[src/rtl/ddr3_ref_arb_pkg.sv]
// ddr3_ref_arb_pkg: shared definitions for the DDR3 refresh scheduler / command arbiter.
//   - DDR command encodings {ras_n, cas_n, we_n}
//   - arbiter state encoding
//   - field widths shared by the command interface
package ddr3_ref_arb_pkg;

    localparam int unsigned CMD_BITS = 3;
    localparam int unsigned BA_BITS  = 3;

    localparam logic [CMD_BITS-1:0] CMD_NOOP = 3'b111;
    localparam logic [CMD_BITS-1:0] CMD_PREC = 3'b010;
    localparam logic [CMD_BITS-1:0] CMD_REFR = 3'b001;

    // Address bit that selects "all banks" on a PRECHARGE.
    localparam int unsigned PREA_ADR_BIT = 10;

    typedef enum logic [1:0] {
        ST_INIT = 2'd0,
        ST_MEM  = 2'd1,
        ST_PREA = 2'd2,
        ST_REFR = 2'd3
    } state_e;

endpackage

[src/rtl/ddr3_ref_arb_if.sv]
// ddr3_ref_arb_if: one DDR command channel with a req/rdy handshake.
// A command moves on a cycle where req && rdy.
//   req  master->slave  command valid
//   rdy  slave->master  command accepted
//   seq  master->slave  command continues a sequence (keeps ownership)
//   cmd  master->slave  {ras_n, cas_n, we_n}
//   ba   master->slave  bank address
//   adr  master->slave  row/column address, DDR_ROW_BITS wide
interface ddr3_ref_arb_if
    import ddr3_ref_arb_pkg::*;
#(
    parameter int unsigned DDR_ROW_BITS = 13
) ();

    logic                    req;
    logic                    rdy;
    logic                    seq;
    logic [CMD_BITS-1:0]     cmd;
    logic [BA_BITS-1:0]      ba;
    logic [DDR_ROW_BITS-1:0] adr;

    modport master (output req, seq, cmd, ba, adr, input rdy);
    modport slave  (input req, seq, cmd, ba, adr, output rdy);

endinterface

[src/rtl/ddr3_ref_arb.sv]
// ddr3_ref_arb: refresh scheduler and command arbiter in front of the DDL.
//   During initialisation configurator commands pass straight to the DDL. Once cfg_run_i is
//   high, FSM commands pass through, tREFI ticks are counted, and PRECHARGE-ALL + REFRESH pairs
//   are inserted at sequence boundaries. At the postpone limit the FSM is blocked to force them.
// Ports:
//   clock, reset    system clock; synchronous active-high reset
//   cfg_run_i       configurator finished initialisation
//   cfg_ref_i       one-cycle tREFI tick
//   cfg             configurator command channel (slave; seq unused)
//   fsm             memory-controller FSM command channel (slave)
//   ddl             command channel towards the DDL (master)
//   ref_pend_o      postponed-refresh count
//   ref_busy_o      refresh pair in progress
//   ref_err_o       sticky: a tick arrived while the count was already at the limit
// Build option: define DDR3_REF_BURST_EN to drain every postponed refresh back-to-back after a
// single PRECHARGE-ALL; otherwise each entry issues exactly one PREC+REFR pair.
module ddr3_ref_arb
    import ddr3_ref_arb_pkg::*;
#(
    parameter int unsigned DDR_ROW_BITS = 13,
    parameter int unsigned REF_MAX_PEND = 8
) (
    input  logic                clock,
    input  logic                reset,
    input  logic                cfg_run_i,
    input  logic                cfg_ref_i,
    ddr3_ref_arb_if.slave       cfg,
    ddr3_ref_arb_if.slave       fsm,
    ddr3_ref_arb_if.master      ddl,
    output logic [3:0]          ref_pend_o,
    output logic                ref_busy_o,
    output logic                ref_err_o
);

    localparam int unsigned RSB      = DDR_ROW_BITS - 1;
    localparam logic [3:0]  PEND_MAX = 4'(REF_MAX_PEND);

    state_e     state_q;
    logic [3:0] pend_q;
    logic [3:0] pend_nxt;
    logic       lock_q;
    logic       err_q;

    logic       at_max;
    logic       block;
    logic       tick;
    logic       refr_xfer;
    logic       fsm_rdy;
    logic       fsm_xfer;
    logic       enter_ref;

    assign at_max    = (pend_q == PEND_MAX);
    // Forced refresh waits for a sequence boundary, so the FSM is only held off when unlocked.
    assign block     = (state_q == ST_MEM) && at_max && !lock_q;
    assign tick      = cfg_ref_i && (state_q != ST_INIT);
    assign refr_xfer = (state_q == ST_REFR) && ddl.rdy;
    assign fsm_rdy   = !reset && (state_q == ST_MEM) && ddl.rdy && !block;
    assign fsm_xfer  = fsm.req && fsm_rdy;
    assign enter_ref = !lock_q && (pend_q != 4'd0) && (!fsm.req || at_max);

    // A tick coinciding with a REFR transfer cancels out; otherwise count saturates.
    always_comb begin
        pend_nxt = pend_q;
        case ({tick, refr_xfer})
            2'b10:   pend_nxt = at_max ? pend_q : pend_q + 4'd1;
            2'b01:   pend_nxt = pend_q - 4'd1;
            default: pend_nxt = pend_q;
        endcase
    end

    always_ff @(posedge clock) begin
        if (reset) begin
            state_q <= ST_INIT;
            pend_q  <= 4'd0;
            lock_q  <= 1'b0;
            err_q   <= 1'b0;
        end else begin
            if (tick && at_max) begin
                err_q <= 1'b1;
            end
            if ((state_q != ST_INIT) && !cfg_run_i) begin
                // Configurator took the memory back: drop everything, including a half-done pair.
                state_q <= ST_INIT;
                pend_q  <= 4'd0;
                lock_q  <= 1'b0;
            end else begin
                pend_q <= pend_nxt;
                unique case (state_q)
                    ST_INIT: begin
                        lock_q <= 1'b0;
                        if (cfg_run_i) begin
                            state_q <= ST_MEM;
                        end
                    end
                    ST_MEM: begin
                        if (fsm_xfer) begin
                            lock_q <= fsm.seq;
                        end
                        if (enter_ref) begin
                            state_q <= ST_PREA;
                        end
                    end
                    ST_PREA: begin
                        if (ddl.rdy) begin
                            state_q <= ST_REFR;
                        end
                    end
                    ST_REFR: begin
                        if (ddl.rdy) begin
`ifdef DDR3_REF_BURST_EN
                            state_q <= (pend_nxt != 4'd0) ? ST_REFR : ST_MEM;
`else
                            state_q <= ST_MEM;
`endif
                        end
                    end
                    default: state_q <= ST_INIT;
                endcase
            end
        end
    end

    // Pass-through mux selected by the registered state; everything is quiet while in reset.
    always_comb begin
        ddl.req = 1'b0;
        ddl.seq = 1'b0;
        ddl.cmd = CMD_NOOP;
        ddl.ba  = '0;
        ddl.adr = '0;
        cfg.rdy = 1'b0;
        fsm.rdy = fsm_rdy;
        if (!reset) begin
            unique case (state_q)
                ST_INIT: begin
                    ddl.req = cfg.req;
                    ddl.cmd = cfg.cmd;
                    ddl.ba  = cfg.ba;
                    ddl.adr = cfg.adr;
                    cfg.rdy = ddl.rdy;
                end
                ST_MEM: begin
                    // Mask the request while blocked so the DDL never accepts an unacknowledged cmd.
                    ddl.req = fsm.req && !block;
                    ddl.seq = fsm.seq;
                    ddl.cmd = fsm.cmd;
                    ddl.ba  = fsm.ba;
                    ddl.adr = fsm.adr;
                end
                ST_PREA: begin
                    ddl.req               = 1'b1;
                    ddl.seq               = 1'b1;
                    ddl.cmd               = CMD_PREC;
                    ddl.adr[PREA_ADR_BIT] = 1'b1;
                end
                ST_REFR: begin
                    ddl.req = 1'b1;
                    ddl.cmd = CMD_REFR;
                end
                default: ddl.req = 1'b0;
            endcase
        end
    end

    assign ref_pend_o = pend_q;
    assign ref_busy_o = (state_q == ST_PREA) || (state_q == ST_REFR);
    assign ref_err_o  = err_q;

    logic unused_adr_msb;
    assign unused_adr_msb = ^ddl.adr[RSB:0] & 1'b0;

endmodule

[src/flat_wrapper.sv]
// flat-port wrapper written by rule: the top's interface ports become plain ports
module ddr3_ref_arb_flat import ddr3_ref_arb_pkg::*;
#(
    parameter int unsigned DDR_ROW_BITS = 13,
    parameter int unsigned REF_MAX_PEND = 8
)
  (clock, reset, cfg_run_i, cfg_ref_i, ref_pend_o, ref_busy_o, ref_err_o, cfg_req, cfg_seq, cfg_cmd, cfg_ba, cfg_adr, cfg_rdy, fsm_req, fsm_seq, fsm_cmd, fsm_ba, fsm_adr, fsm_rdy, ddl_req, ddl_seq, ddl_cmd, ddl_ba, ddl_adr, ddl_rdy);
  ddr3_ref_arb_if #(.DDR_ROW_BITS(DDR_ROW_BITS)) cfg_i ();
  ddr3_ref_arb_if #(.DDR_ROW_BITS(DDR_ROW_BITS)) fsm_i ();
  ddr3_ref_arb_if #(.DDR_ROW_BITS(DDR_ROW_BITS)) ddl_i ();
  input  logic clock;
  input  logic reset;
  input  logic cfg_run_i;
  input  logic cfg_ref_i;
  output logic [3:0] ref_pend_o;
  output logic ref_busy_o;
  output logic ref_err_o;
  input wire logic [$bits(cfg_i.req)-1:0] cfg_req;
  input wire logic [$bits(cfg_i.seq)-1:0] cfg_seq;
  input wire logic [$bits(cfg_i.cmd)-1:0] cfg_cmd;
  input wire logic [$bits(cfg_i.ba)-1:0] cfg_ba;
  input wire logic [$bits(cfg_i.adr)-1:0] cfg_adr;
  output wire logic [$bits(cfg_i.rdy)-1:0] cfg_rdy;
  input wire logic [$bits(fsm_i.req)-1:0] fsm_req;
  input wire logic [$bits(fsm_i.seq)-1:0] fsm_seq;
  input wire logic [$bits(fsm_i.cmd)-1:0] fsm_cmd;
  input wire logic [$bits(fsm_i.ba)-1:0] fsm_ba;
  input wire logic [$bits(fsm_i.adr)-1:0] fsm_adr;
  output wire logic [$bits(fsm_i.rdy)-1:0] fsm_rdy;
  output wire logic [$bits(ddl_i.req)-1:0] ddl_req;
  output wire logic [$bits(ddl_i.seq)-1:0] ddl_seq;
  output wire logic [$bits(ddl_i.cmd)-1:0] ddl_cmd;
  output wire logic [$bits(ddl_i.ba)-1:0] ddl_ba;
  output wire logic [$bits(ddl_i.adr)-1:0] ddl_adr;
  input wire logic [$bits(ddl_i.rdy)-1:0] ddl_rdy;
  assign cfg_i.req = cfg_req;
  assign cfg_i.seq = cfg_seq;
  assign cfg_i.cmd = cfg_cmd;
  assign cfg_i.ba = cfg_ba;
  assign cfg_i.adr = cfg_adr;
  assign cfg_rdy = cfg_i.rdy;
  assign fsm_i.req = fsm_req;
  assign fsm_i.seq = fsm_seq;
  assign fsm_i.cmd = fsm_cmd;
  assign fsm_i.ba = fsm_ba;
  assign fsm_i.adr = fsm_adr;
  assign fsm_rdy = fsm_i.rdy;
  assign ddl_req = ddl_i.req;
  assign ddl_seq = ddl_i.seq;
  assign ddl_cmd = ddl_i.cmd;
  assign ddl_ba = ddl_i.ba;
  assign ddl_adr = ddl_i.adr;
  assign ddl_i.rdy = ddl_rdy;
  ddr3_ref_arb #(.DDR_ROW_BITS(DDR_ROW_BITS), .REF_MAX_PEND(REF_MAX_PEND)) u_core (.clock(clock), .reset(reset), .cfg_run_i(cfg_run_i), .cfg_ref_i(cfg_ref_i), .cfg(cfg_i), .fsm(fsm_i), .ddl(ddl_i), .ref_pend_o(ref_pend_o), .ref_busy_o(ref_busy_o), .ref_err_o(ref_err_o));
endmodule
[config.mk]
export PLATFORM = sky130hd
export DESIGN_NAME = ddr3_ref_arb_flat
export DESIGN_NICKNAME = d
export VERILOG_FILES = /design/src/rtl/ddr3_ref_arb_pkg.sv /design/src/rtl/ddr3_ref_arb_if.sv /design/src/rtl/ddr3_ref_arb.sv /design/src/flat_wrapper.sv
export SDC_FILE = /design/constraint.sdc
export NUM_CORES = 1
export LEC_CHECK = 0
export CORE_ASPECT_RATIO = 0.9
export CORE_MARGIN = 3
export CORE_UTILIZATION = 32
export DETAILED_ROUTE_END_ITERATION = 12
export HOLD_SLACK_MARGIN = 0.02
export PLACE_DENSITY = 0.81
export SYNTH_ARGS = -nofsm -noshare
export SYNTH_HDL_FRONTEND = slang
export SYNTH_SLANG_ARGS = --single-unit
[constraint.sdc]
create_clock -name clock -period 2.9 [get_ports clock]
set_clock_uncertainty 0.1 [all_clocks]
set_input_delay 0.725 -clock clock [delete_from_list [all_inputs] [get_ports clock]]
set_output_delay 0.725 -clock clock [all_outputs]
set_load 0.03 [all_outputs]
==> results_dict.tcl <==
set metrics [dict create \
    yosysTopAreaCell "dfxtp_1" \
    startpoint_type "flip-flop" \
    via_per_inst 5.38 \
    endpoint_kind "output pin" \
    ios 76 \
    ctsResizeCount 0 \
    grt_pass1_vias 1142 \
    rrSetupSlack_ns 0.42 \
    num_vias 1233 \
    grt_overflow 0 \
    drt_iter0_drc 52 \
    cap_violations 0 \
    portBuffers 74 \
    worst_ep_required_time_ns 2.08 \
    cpMaxStageDelayCell "clkdlybuf4s50_1" \
    start_util_pct 34.6 \
    drtPass1Iterations 4 \
    wirelength_um 3450 \
    worst-r2r-cell-count 9 \
    crit_fanout 5 \
    hold_ws_ns 0.375 \
    cts_hold_buf 0 \
    rsz0062_at_grt "false" \
    synthFlopType "dfxtp_1" \
    final_cell_mix "51 x clkdlybuf4s50_1, 31 x buf_4, 21 x nor2_1" \
    avgSynthCellArea_sq_um 7.05 \
    worstHoldPathType "flip-flop to flip-flop" \
    status "completed" \
    ys_seq_area_share_pct 18.3 \
    clockRootBuffer "clkbuf_4" \
    utilization_pct 65.0 \
    maxSlewHeadroom_pct 58.7 \
    grt_max_degree 21 \
    clk_pin_slew_ns 0.05 \
    startpoint "u_core.state_q[0]" \
    cts_tree "done" \
    antenna_found_initial 0 \
    power.density_nw_per_um2 763 \
    synthDistinctLibCells 39 \
    setup_tns_ns 0 \
    hold_violations 0 \
    min-delay-start "u_core.ref_err_o" \
    ys_ff_latch 8 \
    die_h_um 55.6 \
    wl_per_cell_um 15.1 \
    clock-sinks 8 \
    async_flop_share_pct 0 \
    path_common_cell "inv_1" \
    slowest_delay_ns 0.60 \
    drtAntennaViolNets 0 \
    setup_viol 0 \
    clk_path_buf_depth 2 \
    slew_viol_final 0 \
    synth_nets 177 \
    cts_buffers 3 \
    fin_nets 256 \
    die_w_um 61.1 \
    synth_top_area_share_pct 18.3 \
    clk_latency_ns 0.27 \
    synth_edf_count 0 \
    dieArea_sq_um 3400 \
    ys_top_cells_by_area "dfxtp_1 18%, a22oi_1 13%, nor2_1 9.0%" \
    remaining_drc_errors 0 \
    gr-usage-all-layers_pct 20.0 \
    max_freq_mhz 370 \
    detailed_place_hpwl_um 2790 \
    final_common_cell "clkdlybuf4s50_1" \
    path_cells "inv_1, ha_1, nor2_1, inv_1, clkdlybuf4s50_1" \
    core-area_sq_um 2530 \
    gp_congestion 0.786 \
    critical_path_class "flip-flop to output pin" \
    design_area_sq_um 1640 \
    synth_warnings 0 \
    min_period_ns 2.71 \
    worst_pin_slew_ns 0.619 \
    grt_pass1_wl_um 5340 \
    postCtsSetupRepairBufs 0 \
    syn_area_sq_um 875 \
    timing.final.crit_share_pct 93.3 \
    vdd_ir_drop_max_v 0.000423 \
    hold_depth 2 \
    arrival_ns 1.88 \
    drive_above_1_share_pct 18.9 \
    n_antenna_cell 0 \
    cts_htree_levels 1 \
    p_leak_uw 0.000712 \
    syn_inst 124 \
    place_area_sq_um 1620 \
    r2r-start "u_core.state_q[0]" \
    syn2layout_area_growth_pct 88.0 \
    fp-row-count 17 \
]
per-layer routing:
metal / track usage, % / wire, um / up-vias
met1: 25.1 / 1490 / 560
met5: 0 / 0 / -
met3: 5.34 / 322 / 5
met2: 32.9 / 1610 / 48
li1: - / - / 620
met4: 5.57 / 34 / 0
sequential cells by signal, indices dropped and copies added, names as in the netlist:
signal	flops
u_core.state_q	2
u_core.ref_pend_o	4
u_core.lock_q	1
u_core.ref_err_o	1
layout make-up:
class,count,area (sq um)
inverters,7,26.3
fillers,206,887
multi-input cells,101,657
repair buffers,82,743
clock buffers,3,22.5
well taps,28,35.0
flip-flops and latches,8,160
logic make-up (layout without fill, tap and decap cells):
group / Yosys count / count (layout) / synth area share, %
AOI/OAI and AO/OA: 43 / 43 / 34.6
xor gates and xnor gates: 1 / 1 / 1.00
buffers and inverters: 15 / 92 / 6.58
adders and majority gates: 6 / 6 / 8.58
and+or+nand+nor: 51 / 51 / 30.9
DFF: 8 / 8 / 18.3
path summary, 6_finish.rpt:
path / endpoint
worst min-delay path: u_core.ref_err_o
worst max-delay path: ref_busy_o
worst min register to register: u_core.ref_err_o
worst max register to register: u_core.ref_pend_o[2]
stage by stage:
stage / cells / worst slack (ns) / total power [uW]
6_report: 229 / 0.194 / 1250
5_1_grt: 229 / 0.0704 / 1340
4_1_cts: 229 / 0.175 / 1260
3_5_place_dp: 226 / 0.110 / 1170
3_3_place_gp: 226 / 0.168 / 1140
2_1_floorplan: 124 / 0.192 / 802
synthesized netlist by cell type (2+ instances only):
library cell / n
a21oi_1: 7
o21bai_1: 4
clkbuf_1: 7
a22oi_1: 15
nand3_1: 3
a211oi_1: 2
nor2b_1: 2
nor2_1: 21
o31a_1: 2
ha_1: 6
o21a_1: 2
nor3b_1: 2
nor3_1: 6
nand2_1: 2
o41ai_1: 2
dfxtp_1: 8
inv_1: 7
o21ai_0: 3
and3_1: 3
critical path: cells and delay by family (launching register included):
family | cells | cell delay [ns]
fa+ha+maj | 1 | 0.25
buf+inv | 3 | 0.76
flops | 1 | 0.41
simple gates | 1 | 0.20
power breakdown:
group / internal, uW / total, uW / switching, uW / leakage [uW]
sequential: 131 / 168 / 36.4 / 0.0000650
combinational: 413 / 1000 / 586 / 0.000633
clock: 47.5 / 87.5 / 40.0 / 0.0000138
total: 592 / 1250 / 663 / 0.000712
Note: power is estimated with default switching activity, not from simulation.
